### src/rtl/rom_pkg.sv
// Shared types and helpers for the ROM burst controller.
//   rom_burst_state_t : sequencer state encoding (IDLE, STREAM, DONE)
//   onehot_valid()    : 1 when exactly one bit of the vector is set
//   onehot_to_bin()   : index of the set bit of a one-hot vector
// Both helpers take a fixed-width vector of MAX_DEPTH bits. Callers
// zero-extend narrower vectors, so DEPTH must not exceed MAX_DEPTH.
package rom_pkg;

    localparam int MAX_DEPTH = 64;
    localparam int MAX_AW    = 6;

    typedef enum logic [1:0] {
        IDLE   = 2'd0,
        STREAM = 2'd1,
        DONE   = 2'd2
    } rom_burst_state_t;

    typedef logic [MAX_DEPTH-1:0] onehot_vec_t;

    function automatic logic onehot_valid(input onehot_vec_t vec);
        int cnt;
        cnt = 0;
        for (int i = 0; i < MAX_DEPTH; i++) begin
            if (vec[i]) cnt++;
        end
        return (cnt == 1);
    endfunction

    // OR-ing the indices of all set bits gives the index itself for a
    // one-hot input; the result is meaningless otherwise and is gated by
    // onehot_valid() at the call site.
    function automatic logic [MAX_AW-1:0] onehot_to_bin(input onehot_vec_t vec);
        logic [MAX_AW-1:0] b;
        b = '0;
        for (int i = 0; i < MAX_DEPTH; i++) begin
            if (vec[i]) b = b | MAX_AW'(i);
        end
        return b;
    endfunction

endpackage

### src/rtl/rom_onehot_dec.sv
// One-hot to binary address decoder (purely combinational).
//   onehot : DEPTH-bit one-hot base address
//   bin    : binary index of the set bit
//   valid  : 1 when onehot has exactly one bit set
module rom_onehot_dec
    import rom_pkg::*;
#(
    parameter int DEPTH  = 8,
    parameter int ADDR_W = $clog2(DEPTH)
) (
    input  logic [DEPTH-1:0]  onehot,
    output logic [ADDR_W-1:0] bin,
    output logic              valid
);

    onehot_vec_t vec;

    always_comb begin
        vec              = '0;
        vec[DEPTH-1:0]   = onehot;
        valid            = onehot_valid(vec);
        bin              = ADDR_W'(onehot_to_bin(vec));
    end

endmodule

### src/rtl/rom_burst_ctrl.sv
// ROM burst read controller. A start command gives a base address and a
// word count; consecutive ROM words are streamed over valid/ready, with
// the address wrapping at DEPTH.
//   clk, rst    : clock, asynchronous active-high reset
//   start       : command strobe, sampled only in IDLE
//   start_addr  : base address, one-hot (DEPTH bits) or binary (ADDR_W bits)
//   len         : word count, legal 1..DEPTH
//   busy        : high in STREAM and DONE
//   dout        : ROM word, 0 whenever dout_valid is low
//   dout_valid  : dout holds a burst word
//   dout_ready  : consumer accepts dout this cycle
//   done        : one-cycle pulse after the last word is accepted
//   err         : one-cycle pulse when a command is rejected
//
// state  | meaning
// IDLE   | waiting for start; rejects illegal commands with err
// STREAM | presenting ROM[ptr]; advances on each accepted word
// DONE   | one cycle with done=1 after the final transfer
module rom_burst_ctrl
    import rom_pkg::*;
#(
    parameter int DATA_W      = 8,
    parameter int DEPTH       = 8,
    parameter int ADDR_W      = $clog2(DEPTH),
    parameter int ONEHOT_ADDR = 1,
    parameter logic [DEPTH*DATA_W-1:0] INIT =
        {8'h88, 8'h77, 8'h66, 8'h55, 8'h44, 8'h33, 8'h22, 8'h11}
) (
    input  logic                                         clk,
    input  logic                                         rst,
    input  logic                                         start,
    input  logic [((ONEHOT_ADDR != 0) ? DEPTH : ADDR_W)-1:0] start_addr,
    input  logic [ADDR_W:0]                              len,
    output logic                                         busy,
    output logic [DATA_W-1:0]                            dout,
    output logic                                         dout_valid,
    input  logic                                         dout_ready,
    output logic                                         done,
    output logic                                         err
);

    localparam logic [ADDR_W:0]   LEN_MAX  = (ADDR_W + 1)'(DEPTH);
    localparam logic [ADDR_W-1:0] PTR_LAST = ADDR_W'(DEPTH - 1);

    logic [DATA_W-1:0] rom [DEPTH];

    for (genvar i = 0; i < DEPTH; i++) begin : g_rom
        assign rom[i] = INIT[i*DATA_W +: DATA_W];
    end

    logic [ADDR_W-1:0] base_bin;
    logic              addr_ok;

    if (ONEHOT_ADDR != 0) begin : g_onehot
        rom_onehot_dec #(
            .DEPTH  (DEPTH),
            .ADDR_W (ADDR_W)
        ) u_dec (
            .onehot (start_addr),
            .bin    (base_bin),
            .valid  (addr_ok)
        );
    end else begin : g_bin
        // A binary address past DEPTH-1 (possible when DEPTH is not a power
        // of two) is folded back into range; it is always below 2*DEPTH,
        // so one subtraction suffices.
        logic [ADDR_W:0] addr_ext;
        assign addr_ext = {1'b0, start_addr};
        assign base_bin = (addr_ext >= LEN_MAX) ? ADDR_W'(addr_ext - LEN_MAX)
                                                : start_addr;
        assign addr_ok  = 1'b1;
    end

    logic              cmd_ok;
    logic [ADDR_W-1:0] ptr;
    logic [ADDR_W-1:0] ptr_next;
    logic [ADDR_W:0]   remaining;
    rom_burst_state_t  state;

    assign cmd_ok   = addr_ok && (len != '0) && (len <= LEN_MAX);
    assign ptr_next = (ptr == PTR_LAST) ? '0 : ptr + 1'b1;

    always_ff @(posedge clk or posedge rst) begin
        if (rst) begin
            state      <= IDLE;
            busy       <= 1'b0;
            dout       <= '0;
            dout_valid <= 1'b0;
            done       <= 1'b0;
            err        <= 1'b0;
            ptr        <= '0;
            remaining  <= '0;
        end else begin
            done <= 1'b0;
            err  <= 1'b0;
            case (state)
                IDLE: begin
                    if (start) begin
                        if (cmd_ok) begin
                            state      <= STREAM;
                            busy       <= 1'b1;
                            dout_valid <= 1'b1;
                            dout       <= rom[base_bin];
                            ptr        <= base_bin;
                            remaining  <= len;
                        end else begin
                            err <= 1'b1;
                        end
                    end
                end
                STREAM: begin
                    if (dout_valid && dout_ready) begin
                        if (remaining > (ADDR_W + 1)'(1)) begin
                            ptr       <= ptr_next;
                            dout      <= rom[ptr_next];
                            remaining <= remaining - 1'b1;
                        end else begin
                            state      <= DONE;
                            dout_valid <= 1'b0;
                            dout       <= '0;
                            done       <= 1'b1;
                            remaining  <= '0;
                        end
                    end
                end
                DONE: begin
                    state <= IDLE;
                    busy  <= 1'b0;
                end
                default: begin
                    state      <= IDLE;
                    busy       <= 1'b0;
                    dout_valid <= 1'b0;
                    dout       <= '0;
                end
            endcase
        end
    end

endmodule

### config.mk
export PLATFORM = sky130hd
export DESIGN_NAME = rom_burst_ctrl
export DESIGN_NICKNAME = d
export VERILOG_FILES = /design/src/rtl/rom_pkg.sv /design/src/rtl/rom_onehot_dec.sv /design/src/rtl/rom_burst_ctrl.sv
export SDC_FILE = /design/constraint.sdc
export NUM_CORES = 1
export LEC_CHECK = 0
export ABC_CLOCK_PERIOD_IN_PS = 2600
export CORE_UTILIZATION = 38
export DETAILED_ROUTE_END_ITERATION = 7
export PLACE_DENSITY_LB_ADDON = 0.12
export RECOVER_POWER = 50
export SYNTH_ARGS = -nofsm -noshare
export SYNTH_HDL_FRONTEND = slang
export SYNTH_SLANG_ARGS = --single-unit
export TNS_END_PERCENT = 30
### constraint.sdc
create_clock -name clk -period 2.6 [get_ports clk]
set_input_delay 0.52 -clock clk [delete_from_list [all_inputs] [get_ports clk]]
set_output_delay 0.52 -clock clk [all_outputs]
set_load 0.05 [all_outputs]
==> qor.txt <==
Chip width = 69.6 microns
Final net count = 292
Root buffer cell = clkbuf_8
RSZ-0062 raised after global routing = true
Startpoint types = input port
Ys flop type = dfrtp_1
Crit path to = dout[4]
Reg-to-reg endpoint = ptr[1]
Hold Vio Cnt, Final = 0
Critical R2R Launch = remaining[0]
Wirelength per Cell = 14.0 microns
Worst-Skew Late Latency = 0.25 ns
CP max stage cell = mux2_4
Highest routed layer = met4
Mapped Area = 1740 sq um
CTS clk-pin slew, worst paths = 0.07 ns
Peak VDD IR = 0.335 mV
Die area = 4840 sq um
Fin crit share = 163%
Syn nets = 230
Cell count along the critical path = 24
Synth cell types = 56
Critical Path AT = 4.37 ns
Reg2reg setup slack = 0.53 ns
Drt drc = 0
Number of synthesized register bits = 17
Leakage Power = 1.11 nW
CP delay by family, top = adder cells
Crit path max fanout = 4
Layout cells sized above 1 = 36.9%
P per Cell Area = 958 nW/um^2
DR WL met2 = 2.41 mm
Worst R2R Path Depth = 8
WS Path Type = input port to register
Die span in y = 69.6 microns
Total GRT Usage = 18.5%
Via/cell ratio = 5.32
H-tree levels = 1
Async set-reset flop share out of synthesis = 100%
Violated checks = negative setup slack
Min-delay src = busy
Synth-to-Final Area Change = 46.5%
Max-cap viol count = 0
Post-route ant nets = 0
Fillcell total = 396
Cells after synthesis = 199
Worst Path Buf+Inv = 3
Row count = 24
Final Wtd Congestion = 0.790
Hold Crit Class = register to register
I/O pins = 28
Final Setup Violations = 15
Post-detail-place hpwl = 3.27 mm
Post-Route WL = 4.38 mm
Ant. Diodes = 0
Design Power = 2.44 mW
Setup TNS = -23.05 ns
Worst Slack Setup Final = -1.63 ns
Fin. max-slew vios = 0
Most frequent CP cell = ha_4
YS warnings = 0
Sequential fraction of the synthesis area = 24.5%
Fin cells = 312
CP peak stage delay = 0.32 ns
CP Cell Sequence = buf_8 > inv_6 > ha_4 > xor2_4 > ha_4 > nand2_4 > o31ai_4 > ha_4 > nand2b_4 > and2_4 > ha_4 > and2_4 > a31o_4 > ha_4 > nor2b_4 > nor2_2 > ha_2 > a32oi_1 > a21boi_1 > mux2_4 > nor4_4 > buf_4 > o2bb2ai_4 > mux2_4
Rel. slew slack = 54.4%
Required time worst endpoint = 2.74 ns
Finished Core Util = 58.0%
M1 wire length = 1.84 mm
# clock sinks = 17
Max Clk Rate = 236 MHz
Overall via count from detail_route = 1,659
Status = finished with violations
Largest net degree at the start of global routing = 18
Routed wl met3 = 79 microns
Commonest non-fill, non-tap cell in the layout = buf_4
Synth Area per Inst = 8.72 sq um
Vias in the first global route = 1,679
Core box area = 4380 sq um
DRT iter0 DRCs = 83
Worst Setup End Kind = register
Total gr overflow = 0
Post-route minimum period = 4.23 ns
Worst setup path startpoint = start_addr[1]
Max Clock Skew = 0.000511 ns
Hold Buf Count CTS = 0
Port-buffer cells = 27
Register area = 425 sq um
Initial antenna violation count = 0
Number of synthesized flops with an enable pin = 0
Dpl cells = 302
Commonest non-fill, non-tap cells in the layout = buf_4 (41), clkdlybuf4s50_1 (22), nand2_1 (21)
TritonCTS buffer count = 3
DRT Pass-1 Iters = 4
CTS max path bufs = 2
Worst-margin pin slew = 0.683 ns
First-pass GRT wire length = 7.47 mm
CTS tree = built
Multi-input gate area = 1340 sq um
Initial Util = 39.6%
[synthesized netlist by cell type, types with 4 or more instances]
cell type,instances,share of area (%)
nand2_1,22,4.8
dfrtp_1,17,25
ha_1,15,11
nor2_1,15,3.2
inv_1,12,2.6
o21ai_0,11,3.2
nor3_1,9,2.6
a21oi_1,7,2.0
xnor2_1,7,3.5
nand3_1,6,1.7
buf_6,5,3.2
mux2_2,5,3.2
and2_1,4,1.4
buf_4,4,1.7
mux2i_1,4,2.3
[worst min path at each step]
stage,to,cells past startpoint
floorplan,busy,1
detailed placement,busy,2
global placement,busy,2
CTS,busy,2
global route,busy,2
finish,busy,2
[what timing repair did]
action	CTS	global route
pin swaps	11	9
gates cloned	0	0
endpoints found under the setup margin	15	15
resized for setup	24	18
setup buffers	3	3
[flip-flops by register name (all words and copies together), names as in the netlist]
signal,cells
dout_valid,1
ptr,3
state,2
busy,1
err,1
remaining,4
dout,4
done,1
[area by class of cell]
| cell class | instances | area share (%) |
|---|---|---|
| timing repair buffer | 70 | 23.9 |
| clock buffer | 4 | 1.77 |
| sequential | 17 | 16.7 |
| inverter | 13 | 2.41 |
| tap | 52 | 2.56 |
| multi-input combinational | 156 | 52.6 |
[layer usage]
metal / track usage, % / up-vias
li1: - / 820
met1: 22.3 / 803
met3: 1.45 / 5
met5: 0 / -
met2: 34.5 / 31
met4: 5.67 / 0
[tightest hold or removal path, cell delays in order, from the launching register on]
cell and delay, ns:
dfrtp_1 0.35, a31oi_1 0.04, nor2_1 0.08
[power breakdown]
part | switching [mW] | total, mW | internal, mW
Combinational | 0.945 | 1.73 | 0.785
Clock | 0.0950 | 0.204 | 0.109
Sequential | 0.118 | 0.501 | 0.383
Total | 1.16 | 2.44 | 1.28
[stage by stage]
stage,setup WS (ns),hold slack [ns],instance area (sq um)
finish,-1.63,0.509,2540
global route,-1.77,0.536,2540
CTS,-1.92,0.519,2450
detailed placement,-2.72,0.504,2330
global placement,-2.59,0.482,2330
floorplan,-1.95,0.446,1830
[kinds of logic after synthesis]
logic type,after synthesis,synth area share (%)
AOI/OAI and AO/OA,41,16.6
xor gates and xnor gates,13,9.16
adders and majority gates,15,10.8
buffers and inverters,26,9.23
DFF,17,24.5
muxes,10,6.42
and+or+nand+nor,77,23.3
No activity file was read; power rests on OpenSTA's default activity.
